### config.mk
export PLATFORM = sky130hd
export DESIGN_NAME = change_dispenser
export DESIGN_NICKNAME = d
export VERILOG_FILES = /design/src/rtl/change_dispenser.sv
export SDC_FILE = /design/constraint.sdc
export NUM_CORES = 1
export LEC_CHECK = 0
export ABC_AREA = 1
export CORE_MARGIN = 2
export CORE_UTILIZATION = 41
export CTS_CLUSTER_DIAMETER = 100
export CTS_CLUSTER_SIZE = 28
export DETAILED_ROUTE_END_ITERATION = 12
export GPL_ROUTABILITY_DRIVEN = 0
export PLACE_DENSITY = 0.67
export SYNTH_ARGS = -nofsm -noshare
export SYNTH_HDL_FRONTEND = slang
export SYNTH_SLANG_ARGS = --single-unit
### constraint.sdc
create_clock -name clk -period 2.05 [get_ports clk]
set_input_delay 0.41 -clock clk [delete_from_list [all_inputs] [get_ports clk]]
set_output_delay 0.41 -clock clk [all_outputs]
set_load 0.01 [all_outputs]
### src/rtl/change_dispenser.sv
// Change dispenser: pays a requested amount to a coin hopper, largest coin first,
// one coin per valid/ack handshake. Optional ack timeout via `define COIN_TIMEOUT_EN.
module change_dispenser #(
    parameter int AMT_W          = 4,
    parameter int CNT_W          = 6,
    parameter int STOCK_INIT1    = 10,
    parameter int STOCK_INIT2    = 10,
    parameter int GAP_CYCLES     = 2,
    parameter int TIMEOUT_CYCLES = 15
) (
    input  logic             clk,
    input  logic             rst,
    input  logic             req_valid,
    input  logic [AMT_W-1:0] req_amount,
    output logic             req_ready,
    output logic             coin_valid,
    output logic             coin_type,
    input  logic             coin_ack,
    output logic             done,
    output logic             short,
    output logic [AMT_W-1:0] remaining,
    input  logic             refill,
    input  logic             refill_type,
    output logic [CNT_W-1:0] stock1,
    output logic [CNT_W-1:0] stock2
);

    localparam int GAP_W = (GAP_CYCLES > 1) ? $clog2(GAP_CYCLES) : 1;

    typedef enum logic [1:0] {
        IDLE  = 2'd0,
        ISSUE = 2'd1,
        GAP   = 2'd2,
        DONE  = 2'd3
    } state_t;

    if (GAP_CYCLES < 1 || TIMEOUT_CYCLES < 1) begin : g_bad_params
        $error("change_dispenser: GAP_CYCLES and TIMEOUT_CYCLES must be at least 1");
    end

    state_t             state_reg;
    logic [AMT_W-1:0]   remaining_reg;
    logic               coin_valid_reg;
    logic               coin_type_reg;
    logic               done_reg;
    logic               short_reg;
    logic [GAP_W-1:0]   gap_cnt_reg;
    logic [1:0][CNT_W-1:0] stock_vec;

    logic               ack_take;
    logic [AMT_W-1:0]   sel_amt;
    logic               can_two;
    logic               can_one;
    logic               sel_ok;
    logic               sel_type;
    logic [AMT_W-1:0]   coin_value;
    logic [AMT_W-1:0]   rem_after;

    // An ack only counts while a coin is actually being offered.
    assign ack_take = (state_reg == ISSUE) && coin_ack;

    // In IDLE the selection looks at the incoming request so the first coin
    // (or an immediate DONE) is ready the cycle right after the accept.
    always_comb begin
        sel_amt  = (state_reg == IDLE) ? req_amount : remaining_reg;
        can_two  = (sel_amt >= AMT_W'(2)) && (stock_vec[1] != '0);
        can_one  = (sel_amt != '0) && (stock_vec[0] != '0);
        sel_ok   = can_two || can_one;
        sel_type = can_two;
    end

    assign coin_value = coin_type_reg ? AMT_W'(2) : AMT_W'(1);
    assign rem_after  = remaining_reg - coin_value;

    // One counter per coin type; index gi matches the coin_type encoding.
    for (genvar gi = 0; gi < 2; gi++) begin : g_stock
        localparam logic [CNT_W-1:0] INIT_VAL =
            (gi == 0) ? CNT_W'(STOCK_INIT1) : CNT_W'(STOCK_INIT2);

        logic [CNT_W-1:0] cnt_reg;
        logic             refill_hit;
        logic             dispense_hit;

        assign refill_hit   = refill && (refill_type == 1'(gi));
        assign dispense_hit = ack_take && (coin_type_reg == 1'(gi));

        // Refill and dispense of the same type cancel out, so saturation
        // only matters for a lone refill.
        always_ff @(posedge clk) begin
            if (!rst) begin
                cnt_reg <= INIT_VAL;
            end else if (refill_hit && !dispense_hit) begin
                if (cnt_reg != '1) begin
                    cnt_reg <= cnt_reg + CNT_W'(1);
                end
            end else if (dispense_hit && !refill_hit) begin
                cnt_reg <= cnt_reg - CNT_W'(1);
            end
        end

        assign stock_vec[gi] = cnt_reg;
    end

`ifdef COIN_TIMEOUT_EN
    localparam int TO_W = (TIMEOUT_CYCLES > 1) ? $clog2(TIMEOUT_CYCLES) : 1;
    logic [TO_W-1:0] to_cnt_reg;
    logic            to_expired;

    assign to_expired = (to_cnt_reg == TO_W'(TIMEOUT_CYCLES - 1));
`endif

    always_ff @(posedge clk) begin
        if (!rst) begin
            state_reg      <= IDLE;
            remaining_reg  <= '0;
            coin_valid_reg <= 1'b0;
            coin_type_reg  <= 1'b0;
            done_reg       <= 1'b0;
            short_reg      <= 1'b0;
            gap_cnt_reg    <= '0;
`ifdef COIN_TIMEOUT_EN
            to_cnt_reg     <= '0;
`endif
        end else begin
            done_reg <= 1'b0;
            case (state_reg)
                IDLE: begin
                    if (req_valid) begin
                        remaining_reg <= req_amount;
                        if (sel_ok) begin
                            state_reg      <= ISSUE;
                            coin_valid_reg <= 1'b1;
                            coin_type_reg  <= sel_type;
`ifdef COIN_TIMEOUT_EN
                            to_cnt_reg     <= '0;
`endif
                        end else begin
                            state_reg <= DONE;
                            done_reg  <= 1'b1;
                            short_reg <= (req_amount != '0);
                        end
                    end
                end

                ISSUE: begin
                    if (coin_ack) begin
                        coin_valid_reg <= 1'b0;
                        remaining_reg  <= rem_after;
                        if (rem_after == '0) begin
                            state_reg <= DONE;
                            done_reg  <= 1'b1;
                            short_reg <= 1'b0;
                        end else begin
                            state_reg   <= GAP;
                            gap_cnt_reg <= GAP_W'(GAP_CYCLES - 1);
                        end
                    end
`ifdef COIN_TIMEOUT_EN
                    // An ack arriving on the expiry cycle takes priority above.
                    else if (to_expired) begin
                        coin_valid_reg <= 1'b0;
                        state_reg      <= DONE;
                        done_reg       <= 1'b1;
                        short_reg      <= 1'b1;
                    end else begin
                        to_cnt_reg <= to_cnt_reg + TO_W'(1);
                    end
`endif
                end

                GAP: begin
                    if (gap_cnt_reg == '0) begin
                        if (sel_ok) begin
                            state_reg      <= ISSUE;
                            coin_valid_reg <= 1'b1;
                            coin_type_reg  <= sel_type;
`ifdef COIN_TIMEOUT_EN
                            to_cnt_reg     <= '0;
`endif
                        end else begin
                            state_reg <= DONE;
                            done_reg  <= 1'b1;
                            short_reg <= (remaining_reg != '0);
                        end
                    end else begin
                        gap_cnt_reg <= gap_cnt_reg - GAP_W'(1);
                    end
                end

                DONE: begin
                    state_reg <= IDLE;
                end

                default: begin
                    state_reg <= IDLE;
                end
            endcase
        end
    end

    assign req_ready  = (state_reg == IDLE);
    assign coin_valid = coin_valid_reg;
    assign coin_type  = coin_type_reg;
    assign done       = done_reg;
    assign short      = short_reg;
    assign remaining  = remaining_reg;
    assign stock1     = stock_vec[0];
    assign stock2     = stock_vec[1];

endmodule

==> results of run 1 <==
==> timing repair <==
item	CTS	global route
resized for setup	4	23
pin swaps	1	3
buffers inserted	2	0
setup endpoints to repair	2	6
==> stage by stage <==
stage / std cells / power, mW / util / hold slack (ns)
2_1_floorplan: 257 / 2.12 / - / 0.493
3_3_place_gp: 362 / 2.87 / 0.547 / 0.469
3_5_place_dp: 362 / 2.89 / 0.547 / 0.477
4_1_cts: 368 / 3.22 / 0.563 / 0.498
5_1_grt: 368 / 3.68 / 0.594 / 0.515
6_report: 368 / 3.33 / 0.594 / 0.484
==> synthesized netlist by cell type (all sizes together) <==
cell type / count / share of area
a21oi: 28 / 0.088
a31oi: 2 / 0.0069
and2: 1 / 0.0035
buf: 1 / 0.0062
clkbuf: 2 / 0.0042
clkinv: 2 / 0.0076
dfxtp: 23 / 0.26
fa: 3 / 0.033
ha: 14 / 0.097
inv: 31 / 0.067
nand2: 70 / 0.18
nand3: 16 / 0.044
nand3b: 2 / 0.0083
nand4: 4 / 0.014
nor2: 17 / 0.037
nor3: 3 / 0.0083
o211ai: 2 / 0.0083
o21a: 1 / 0.0042
o21ai: 23 / 0.072
o21bai: 1 / 0.010
o22ai: 2 / 0.0069
o31ai: 1 / 0.0042
or2: 2 / 0.0083
xnor2: 4 / 0.019
xor2: 2 / 0.0097
==> kinds of logic (layout without fill, tap and decap cells) <==
logic type,Yosys count,after routing,share of synthesized area
AOI/OAI and AO/OA,60,60,0.201
xor gates and xnor gates,6,6,0.0291
buffers and inverters,36,95,0.0853
DFF,23,23,0.255
and+or+nand+nor,115,115,0.299
adders and majority gates,17,17,0.130
==> where the power goes <==
part / total [mW] / switching (mW) / internal [mW]
Sequential: 0.771 / 0.172 / 0.600
Clock: 0.296 / 0.160 / 0.136
Combinational: 2.27 / 1.20 / 1.07
==> critical path, delay by kind of cell <==
kind | cells | cell delay, ns
buffers and inverters | 3 | 0.69
adders and majority gates | 1 | 0.39
and+or+nand+nor | 4 | 0.37
xor gates and xnor gates | 1 | 0.17
AOI/OAI and AO/OA | 1 | 0.07
==> final timing paths <==
| kind | startpoint | to | slack [ns] |
|---|---|---|---|
| worst max register to register | state_reg[1] | stock1[4] | 0.15 |
| worst min register to register | coin_valid | coin_valid | 0.48 |
| worst min-delay path | coin_valid | coin_valid | 0.48 |
| worst max-delay path | refill | stock1[4] | 0.10 |
==> area by class of cell <==
| type | instances | share of cell area |
|---|---|---|
| clock buffers | 3 | 0.0162 |
| clock inverters | 1 | 0.00196 |
| inverters | 33 | 0.0529 |
| multi-input cells | 198 | 0.520 |
| flip-flops and latches | 23 | 0.182 |
| well taps | 52 | 0.0255 |
| repair buffers | 58 | 0.202 |
==> layer usage <==
metal  global-route usage  vias up  routed length (um)  share of wire
li1                     -      970                   -              -
met1                0.248      819                2190           0.48
met5                    0        -                   0              0
met3               0.0245        5                 154          0.034
met2                0.324       38                2180           0.48
met4               0.0534        0                  52          0.011
==> results.json, run 1 <==
{
  "status": "complete, no violations",
  "synth_cell_type_count": 36,
  "finalHoldViolCount": 0,
  "synthCells": 257,
  "final-seq-area_um2": 464,
  "grt-ovfl-total": 0,
  "holdBufCountCts": 0,
  "detail_route.wirelength_um": 4580,
  "relSlewSlack": 0.781,
  "holdPathStages": 1,
  "power.density_nw_per_um2": 1310,
  "core-area_um2": 4290,
  "grt_max_degree": 19,
  "syn_area_um2": 1800,
  "synth-seq-area-share": 0.255,
  "nFillCells": 394,
  "dp_hpwl_um": 3410,
  "ant_nets": 0,
  "io_pins": 31,
  "cp.arrival_ns": 2.12,
  "drive_gt1_frac": 0.241,
  "nets": 344,
  "post-route-period-util": 0.949,
  "placed_area_um2": 2350,
  "max-cap-violations": 0,
  "vdd_drop_max_uv": 522,
  "first_global_vias": 1751,
  "die-area_um2": 4950,
  "diodes": 0,
  "cts_buffers": 3,
  "clk_latency_ns": 0.27,
  "layout_commonest_cell": "nand2_1",
  "fin_skew_ns": 0.00450,
  "period_needed_ns": 1.95,
  "multi_input_area_um2": 1330,
  "ys_warn_count": 0,
  "r2r_cells": 12,
  "crit_fanout": 6,
  "cts_tree": "yes",
  "postSynthAreaPerCell_um2": 7.02,
  "wire_per_inst_um": 12.4,
  "max_stage_delay_ns": 0.47,
  "crit_slowest_cell": "clkdlybuf4s50_1",
  "cp_cell_sequence": "clkdlybuf4s50_1, inv_1, nor2_4, nand2_4, buf_4, fa_1, nand3_1, nand2_1, xnor2_1, a21oi_2",
  "drcViolationCount": 0,
  "grt_pass1_wl_um": 7710,
  "postLayoutCellArea_um2": 2550,
  "via_count": 1832,
  "synth_fp_nets": 284,
  "syn_to_final_growth_pct": 41.5,
  "cts-root-buf": "clkbuf_8",
  "slew_violations": 0,
  "required_ns": 2.22,
  "tns_ns": 0,
  "cts_max_path_buffers": 2,
  "worstSetupPathType": "input pin to register",
  "finalWorstSetupSlack_ns": 0.104,
  "setup_viol": 0,
  "pre_cts_ws_ns": -0.325,
  "start_kind": "input pin",
  "htree_num_levels": 1,
  "drt_iter0_markers": 106,
  "num_rows": 24,
  "antenna_found_initial": 0,
  "grt_usage": 0.189,
  "cts_sinks": 23,
  "cp-end-kind": "register",
  "die_w_um": 70.3,
  "drt-pass1-iter-count": 5,
  "drt-vias-per-instance": 4.98,
  "die_h_um": 70.3,
  "start_util": 0.420,
  "clk_pin_slew_ns": 0.08,
  "final_cell_mix": "nand2_1 (62), clkdlybuf4s50_1 (28), buf_4 (28)",
  "total_leakage_power_nw": 1.16,
  "port_buffers": 30,
  "hold_path.class": "register to register",
  "fmax_mhz": 514,
  "synth_seq_cells": 23,
  "worst_pin_slew_ns": 0.328
}
Power figures use the tool's default switching activity.
==> run 2: changes to the inputs <==
--- a/config.mk
+++ b/config.mk
@@ -11,8 +11,8 @@
 export CTS_CLUSTER_DIAMETER = 100
 export CTS_CLUSTER_SIZE = 28
 export DETAILED_ROUTE_END_ITERATION = 12
+export DONT_BUFFER_PORTS = 1
 export GPL_ROUTABILITY_DRIVEN = 0
-export PLACE_DENSITY = 0.67
 export SYNTH_ARGS = -nofsm -noshare
 export SYNTH_HDL_FRONTEND = slang
 export SYNTH_SLANG_ARGS = --single-unit
==> run 2 against run 1 <==
  * Count of clock-buffer cells in the layout increased by 1
  * Die area did not move
  * First-iteration DRC count shrank 43%
  * Clock power is 1% lower
  * Power fell by 11%
  * Flip-flop and latch count stayed put
  * Hold slack worse by 0.26 ns
  * Sequential share of layout area up 3.8 points
  * Core utilization down 10 points
  * Final area shrank 18%
  * Wire length is 8.7% lower
==> results.json, run 2 (synthesis results as in run 1) <==
{
  "status": "complete, no violations",
  "crit_slowest_cell": "fa_1",
  "die-area_um2": 4950,
  "worst_pin_slew_ns": 0.357,
  "pre_cts_ws_ns": 0.0379,
  "drive_gt1_frac": 0.210,
  "fin_skew_ns": 0.00849,
  "grt_util_met1": 0.236,
  "core-area_um2": 4290,
  "first_global_vias": 1589,
  "drt_iter0_markers": 60,
  "drt-vias-per-instance": 5.28,
  "crit_top_cell": "nand2_1",
  "final_cell_mix": "nand2_1 (62), inv_1 (29), dfxtp_1 (22)",
  "post-route-period-util": 0.921,
  "antenna_found_initial": 0,
  "power.density_nw_per_um2": 1410,
  "via_count": 1704,
  "clk_latency_ns": 0.27,
  "grt_usage": 0.180,
  "worstSetupPathType": "register to register",
  "tns_ns": 0,
  "rsz0062_at_grt": "no",
  "start_util": 0.420,
  "io_pins": 31,
  "cts_buffers": 3,
  "num_rows": 24,
  "cts_max_path_buffers": 2,
  "multi_input_area_um2": 1300,
  "nets": 299,
  "syn_to_final_growth_pct": 16.6,
  "max_stage_delay_ns": 0.50,
  "met3_usage": 0.0346,
  "hold_path.class": "input pin to register",
  "finalWorstSetupSlack_ns": 0.161,
  "slew_violations": 0,
  "detail_route.wirelength_um": 4180,
  "cts_tree": "yes",
  "finalHoldViolCount": 0,
  "clk_pin_slew_ns": 0.09,
  "diodes": 0,
  "relSlewSlack": 0.761,
  "drt-pass1-iter-count": 4,
  "die_h_um": 70.3,
  "cp_cell_sequence": "inv_1, ha_1, fa_1, nand2_1, nor2_2, nand2_1, a21oi_2, nand3_1, nand2_1, nor2_1",
  "drcViolationCount": 0,
  "cts-root-buf": "clkbuf_8",
  "htree_num_levels": 1,
  "required_ns": 2.21,
  "wire_per_inst_um": 12.9,
  "cp.arrival_ns": 2.05,
  "dp_hpwl_um": 3260,
  "crit_fanout": 3,
  "die_w_um": 70.3,
  "max-cap-violations": 0,
  "layout_commonest_cell": "nand2_1",
  "vdd_drop_max_uv": 356,
  "finish.utilization": 0.490,
  "cts_sinks": 23,
  "crit_family": "adder cells",
  "port_buffers": 0,
  "holdWs_ns": 0.228,
  "final-seq-area_um2": 462,
  "setup_viol": 0,
  "start_kind": "register",
  "cp-end-kind": "register",
  "grt-ovfl-total": 0,
  "critPathBufInv": 1,
  "ant_nets": 0,
  "nFillCells": 444,
  "total_leakage_power_nw": 0.944,
  "grt_max_degree": 20,
  "postCtsSetupRepairBufs": 0,
  "fmax_mhz": 529,
  "grt_use_met2": 0.297,
  "grt.busiest_layer": "met2",
  "grt_pass1_wl_um": 7250,
  "period_needed_ns": 1.89
}
-- run 2: metal layers --
metal | up-vias | part of all wire
met5 | - | 0
met2 | 32 | 0.48
met1 | 783 | 0.46
met4 | 0 | 0.014
li1 | 884 | -
met3 | 5 | 0.045
-- run 2: metrics by stage --
stage          instance area [um^2]  instances  total power, mW
2_1_floorplan                  1810        257             2.12
3_3_place_gp                   1950        319             2.57
3_5_place_dp                   1950        319             2.58
4_1_cts                        1990        323             2.88
5_1_grt                        2100        323             3.34
6_report                       2100        323             2.97
-- run 2: what timing repair did --
action / in CTS / in global routing
hold buffers: 0 / 0
gates resized for setup: 0 / 19
endpoints found under the setup margin: 0 / 7
-- run 2: worst paths after layout --
kind           startpoint            to  slack (ns)  depth (start not counted)
min                   rst     stock1[3]        0.23                          1
max          remaining[0]         short        0.16                         10
min reg2reg  remaining[1]  remaining[1]        0.51                          2
max reg2reg  remaining[0]         short        0.16                         10
-- run 2: final cells by class --
cell class / count / area share
Tap cell: 52 / 0.0309
Multi-Input combinational cell: 198 / 0.618
Timing Repair Buffer: 13 / 0.0464
Sequential cell: 23 / 0.219
Inverter: 33 / 0.0642
Clock buffer: 4 / 0.0214
-- run 2: worst register-to-register path: cells and delay by family (launching register included) --
family / cells / cell delay (ns)
compound gates: 1 / 0.15
fa+ha+maj: 2 / 0.70
buf+inv: 1 / 0.06
flops: 1 / 0.35
simple gates: 6 / 0.51
-- run 2: report_power, final --
group,leakage (nW),switching (mW),internal [mW]
Sequential,0.190,0.200,0.595
Combinational,0.731,1.10,0.781
Clock,0.0228,0.153,0.139
==> run 3: changes to the inputs <==
--- a/config.mk
+++ b/config.mk
@@ -13,6 +13,7 @@
 export DETAILED_ROUTE_END_ITERATION = 12
 export DONT_BUFFER_PORTS = 1
 export GPL_ROUTABILITY_DRIVEN = 0
+export SKIP_CTS_REPAIR_TIMING = 1
 export SYNTH_ARGS = -nofsm -noshare
 export SYNTH_HDL_FRONTEND = slang
 export SYNTH_SLANG_ARGS = --single-unit
==> results of run 3 <==
Final layout, timing and power as in run 2 (identical DEF).
==> RTL edit 1: new RTL, config.mk and constraints of run 1 <==
Reset style: asynchronous (`rst`), changed in 2 clocked blocks.
--- a/src/rtl/change_dispenser.sv
+++ b/src/rtl/change_dispenser.sv
@@ -86,7 +86,7 @@
 
         // Refill and dispense of the same type cancel out, so saturation
         // only matters for a lone refill.
-        always_ff @(posedge clk) begin
+        always_ff @(posedge clk or negedge rst) begin
             if (!rst) begin
                 cnt_reg <= INIT_VAL;
             end else if (refill_hit && !dispense_hit) begin
@@ -109,7 +109,7 @@
     assign to_expired = (to_cnt_reg == TO_W'(TIMEOUT_CYCLES - 1));
 `endif
 
-    always_ff @(posedge clk) begin
+    always_ff @(posedge clk or negedge rst) begin
         if (!rst) begin
             state_reg      <= IDLE;
             remaining_reg  <= '0;
Formal check against the unedited RTL: differs if rst is asserted again (counterexample within 4 cycles, from zero or initial values and one cycle with rst low); with rst held inactive, the same outputs for 10 cycles.
==> RTL edit 1 against run 1 <==
Clock skew is 0.0030 ns higher. Sequential cell count stayed put. Worst setup slack got worse by 0.023 ns. Wire length down 5.9%. Total power is 27% higher. Cell area is 3.4% lower. Area after synthesis about the same. Via count shrank 6.2%.
==> RTL edit 1: results (changes against run 1) <==
[setup_path]
critical_path.max_fanout = 7  ; +1
cp_top_family = buffers and inverters
crit_start = refill_type
rrSetupSlack_ns = 0.09  ; -0.06 ns
rr_endpoint = stock1[5]
crit_slowest_cell = clkdlybuf4s50_1
cp.arrival_ns = 2.17  ; +0.05 ns
reg2reg_depth = 13  ; +1
max_stage_delay_ns = 0.50  ; +0.03 ns
r2r-start = state_reg[0]

[clock_tree]
hold_buffers = 0  ; unchanged
path_clk_slew_ns = 0.08  ; about the same
root_buffer = clkbuf_8
htreeDepth = 1  ; unchanged
clockBufferDepth = 2  ; unchanged
cts_buffers = 3  ; unchanged
worstSkewPairLatency_ns = 0.26

[placed_design]
hpwl_um = 3189  ; -6.4%
portBuffers = 30  ; unchanged
place_ws_ns = -0.2095  ; +0.1153 ns

[logic_synthesis]
synthTopCellsByCount = 73 x nand2_1, 27 x inv_1, 19 x dfrtp_1
synth_top_flop_cell = dfrtp_1
yosysWarnings = 0  ; unchanged
yosysUniqueCellTypes = 29  ; -19%
ys_top_cells_by_area = dfrtp_1 26%, nand2_1 15%, ha_1 9.7%
synth_nets = 266  ; -6.3%
ys_seq_area_share_pct = 32.16  ; +6.6 points
async_reset_ff_share_pct = 100.0  ; +100 points

[cells_and_area]
nets = 320  ; -7.0%
n_antenna_cell = 0  ; unchanged
n_fill_cell = 408  ; +3.6%
drive_above_1_share_pct = 19.86  ; -4.2 points

[detailed_routing]
wl_met3_um = 97  ; -37%
wirelength_met1_um = 2013  ; -8.2%
highest_layer = met4
drt_iter0_drc = 161  ; +52%
vias_per_cell = 4.997  ; +0.38%
wl_per_cell_um = 12.52  ; +0.69%
wl_met2_um = 2172  ; -0.23%
drt_first_pass_iters = 4  ; -1

[power_and_ir_drop]
irDropWorstVdd_v = 0.0009681  ; +86%
p_leak_nw = 1.193  ; +2.6%
switching_share_pct = 46.54  ; +0.72 points

[sta]
max-slew-margin-rel_pct = 78.45  ; +0.32 points
finClkSkew_ns = 0.007452  ; +0.002955 ns

[grt]
grt_pass1_vias = 1625  ; -7.2%
grt_start_max_net_pins = 24  ; +5
track_usage_pct = 18.03  ; -0.90 points
grt_pass1_wl_um = 7362  ; -4.5%
antenna_found_initial = 0  ; unchanged

[min_path]
worst_hold_path_type = reg -> reg
min_to = short
worstHoldStart = short
min_path_cells = 2  ; +1

[status]
outcome = finished, final reports clean

[RTL edit 1: through the flow]
stage	TNS (ns)	hold WS (ns)	area [µm²]	std cells	util [%]
after floorplan	0	0.1144	1805	239	-
after CTS	0	0.4935	2366	343	55.10
final	0	0.4880	2465	344	57.40
after global placement	-0.6950	0.4592	2310	339	53.79
after global routing	-0.04832	0.5011	2465	344	57.40
after detailed placement	-0.9846	0.4715	2310	339	53.79
[RTL edit 1: worst max path at each step]
stage	cells after the start	slack (ns)	endpoint
global route	13	-0.02	stock1[5]
CTS	13	0.002	stock1[5]
detailed placement	13	-0.21	stock1[5]
floorplan	10	0.05	short
finish	11	0.08	stock1[5]
global placement	13	-0.16	stock1[5]
[RTL edit 1: power groups by stage]
stage	Clock, mW	Combinational [mW]	Sequential, mW
final	0.290	2.91	1.02
after global routing	0.319	3.29	1.06
after CTS	0.305	2.77	1.00
after detailed placement	0	2.75	1.00
after global placement	0	2.73	1.00
after floorplan	0	1.67	1.05
[RTL edit 1: worst min-delay path: stages, from the launching register on]
cell and delay, ns:
dfrtp_1 0.36, nand2_1 0.05, nand2_1 0.05
[RTL edit 1: layout make-up]
type                            instances  share of cell area, %
Clock buffer                            4                  1.827
Inverter                               31                  4.721
Multi-Input combinational cell        184                  49.04
Sequential cell                        23                  23.55
Tap cell                               52                  2.640
Timing Repair Buffer                   50                  18.22
[RTL edit 1: logic make-up (layout without fill, tap and decap cells)]
family                   Yosys count  after routing  share of synthesized area [%]
AND/OR/NAND/NOR                  118            118                          28.83
AO/OA/AOI/OAI                     41             41                          15.04
buffers and inverters             32             85                          6.653
flip-flops                        23             23                          32.16
adder cells (fa/ha/maj)           17             17                          13.03
XOR/XNOR                           8              8                          4.297
[RTL edit 1: metal layers]
layer / global-route usage [%] / vias up
met5: 0 / -
met4: 4.487 / 0
met3: 1.876 / 2
met2: 29.45 / 24
met1: 25.50 / 800
li1: - / 893
[RTL edit 1: timing repair]
item                                    in CTS  in global routing
pin swaps                                    0                  3
buffers inserted                             0                  1
endpoints found under the setup margin       2                  9
resized for setup                            2                 16
==> RTL edit 2: new RTL, config.mk and constraints of run 1 <==
Made on the original files. Add a define of `COIN_TIMEOUT_EN`.
--- a/src/rtl/change_dispenser.sv
+++ b/src/rtl/change_dispenser.sv
@@ -1,5 +1,7 @@
 // Change dispenser: pays a requested amount to a coin hopper, largest coin first,
 // one coin per valid/ack handshake. Optional ack timeout via `define COIN_TIMEOUT_EN.
+`define COIN_TIMEOUT_EN
+
 module change_dispenser #(
     parameter int AMT_W          = 4,
     parameter int CNT_W          = 6,
Function: no difference found for any inputs over 10 cycles, from zero or initial values and one cycle with rst low; that may be too few to reach the edited logic, so the function may still have changed.
==> RTL edit 2 against run 1 <==
Sequential power increased by 5.3%. Die area increased by 9.6%. Cell area increased by 5.4%. Sequential cell count increased by 4. Total power decreased by 3.8%. Area after synthesis increased by 10%. Sequential share of layout area increased by 2.0 points. Worst hold slack improved by 0.031 ns. Wire length increased by 4.5%. Non-clock buffer count decreased by 3. Worst setup slack got worse by 0.0040 ns.
==> RTL edit 2: results (changes against run 1) <==
[detailed_routing]
wl_per_cell_um = 11.87  ; -4.6%
drt_first_pass_iters = 4  ; -1
drt_iter0_drc = 73  ; -31%
drcViolationCount = 0  ; unchanged
vias_per_cell = 5.189  ; +4.2%

[logic_synthesis]
synth_compound_area_share_pct = 18.19  ; -1.9 points
ys_seq_area_share_pct = 27.19  ; +1.7 points
synth_nets = 324  ; +14%
synth_mux_area_share_pct = 0  ; unchanged
syn_inst = 293  ; +14%
ys_top_cells_by_area = dfxtp_1 27%, ha_1 11%, nand2_1 11%
synth_fa_ha_area_share_pct = 14.35  ; +1.3 points
async_reset_ff_share_pct = 0  ; unchanged
yosysUniqueCellTypes = 31  ; -14%
synthTopCellsByCount = 59 x nand2_1, 32 x inv_1, 31 x a21oi_1
synth_xor_area_share_pct = 3.084  ; +0.17 points

[power_and_ir_drop]
p_leak_nw = 1.218  ; +4.7%
power.switching_mw = 1.453  ; -4.9%
irDropWorstVdd_v = 0.0007128  ; +37%

[placed_design]
portBuffers = 30  ; unchanged
hpwl_um = 3800  ; +12%
dpl_cell_area_mm2 = 0.002565  ; +9.3%

[grt]
grt_pass1_wl_um = 8445  ; +9.6%
track_usage_pct = 19.55  ; +0.62 points
grt_start_max_net_pins = 16  ; -3
grt_pass1_vias = 1929  ; +10%

[clock_tree]
cts_setup_buffers = 0  ; -2
worstSkewPairLatency_ns = 0.28
path_clk_slew_ns = 0.10  ; +0.02 ns
clockBufferDepth = 2  ; unchanged
root_buffer = clkbuf_8

[cells_and_area]
n_antenna_cell = 0  ; unchanged
drive_above_1_share_pct = 17.48  ; -6.6 points
n_fill_cell = 456  ; +16%
nets = 381  ; +11%
fin_cells = 403  ; +9.5%

[status]
outcome = finished, final reports clean

[setup_path]
critical_path.max_fanout = 6  ; unchanged
max_stage_delay_ns = 0.49  ; +0.02 ns
cp.arrival_ns = 2.17  ; +0.05 ns

[sta]
finClkSkew_ns = 0.01184  ; +0.007343 ns
max-slew-margin-rel_pct = 74.34  ; -3.8 points

## RTL edit 2: metrics by stage
stage	worst slack, ns	utilization [%]	hold WS [ns]	TNS [ns]
2_1_floorplan	0.01398	-	0.4877	0
3_3_place_gp	-0.2333	54.67	0.4932	-1.393
3_5_place_dp	-0.2921	54.67	0.4943	-1.617
4_1_cts	0.006829	55.63	0.5157	0
5_1_grt	-0.04706	57.33	0.5461	-0.1360
6_report	0.09983	57.33	0.5152	0
## RTL edit 2: cell families after synthesis
group | Yosys count
compound gates | 67
fa+ha+maj | 21
xor+xnor | 7
simple gates | 131
buf+inv | 40
flops | 27
## RTL edit 2: power by group through the flow
stage / clock (mW) / sequential, mW / combinational (mW)
after floorplan: 0 / 0.854 / 1.21
after global placement: 0 / 0.816 / 1.99
after detailed placement: 0 / 0.819 / 2.01
after CTS: 0.319 / 0.806 / 2.02
after global routing: 0.338 / 0.836 / 2.37
final: 0.309 / 0.812 / 2.09
## RTL edit 2: worst register-to-register path, stage by stage (launching register included)
cell and delay, ns:
dfxtp_2 0.34, inv_1 0.05, ha_2 0.18, nand2_2 0.09
clkinv_2 0.08, nand2_2 0.10, nand2_4 0.10, ha_4 0.24
a21oi_2 0.15, o21ai_1 0.09, or2_2 0.27, nand3_1 0.08
nand3_1 0.06
## RTL edit 2: path summary, 6_finish.rpt
check / start / end / slack (ns) / cells past startpoint
worst min register to register: stock2[0] / stock2[0] / 0.52 / 1
worst max register to register: state_reg[1] / stock1[3] / 0.11 / 12
worst min-delay path: stock2[0] / stock2[0] / 0.52 / 1
worst max-delay path: coin_ack / stock1[4] / 0.1 / 11
## RTL edit 2: metal layers
metal	track usage, %	part of all wire, %
met4	2.222	0.48
met3	3.841	3.3
met2	33.73	47
met1	25.96	49
met5	0	0
## RTL edit 2: layout make-up
class	count	share of cell area, %
multi-input combinational	226	51.86
inverter	37	5.209
sequential	27	20.14
clock inverter	1	0.1860
tap	54	2.512
clock buffer	3	1.535
timing repair buffer	55	18.56
## RTL edit 2: repair_timing
action                     in CTS  in global routing
resized for setup               1                 16
setup endpoints to repair       1                  7
gates cloned                    0                  0
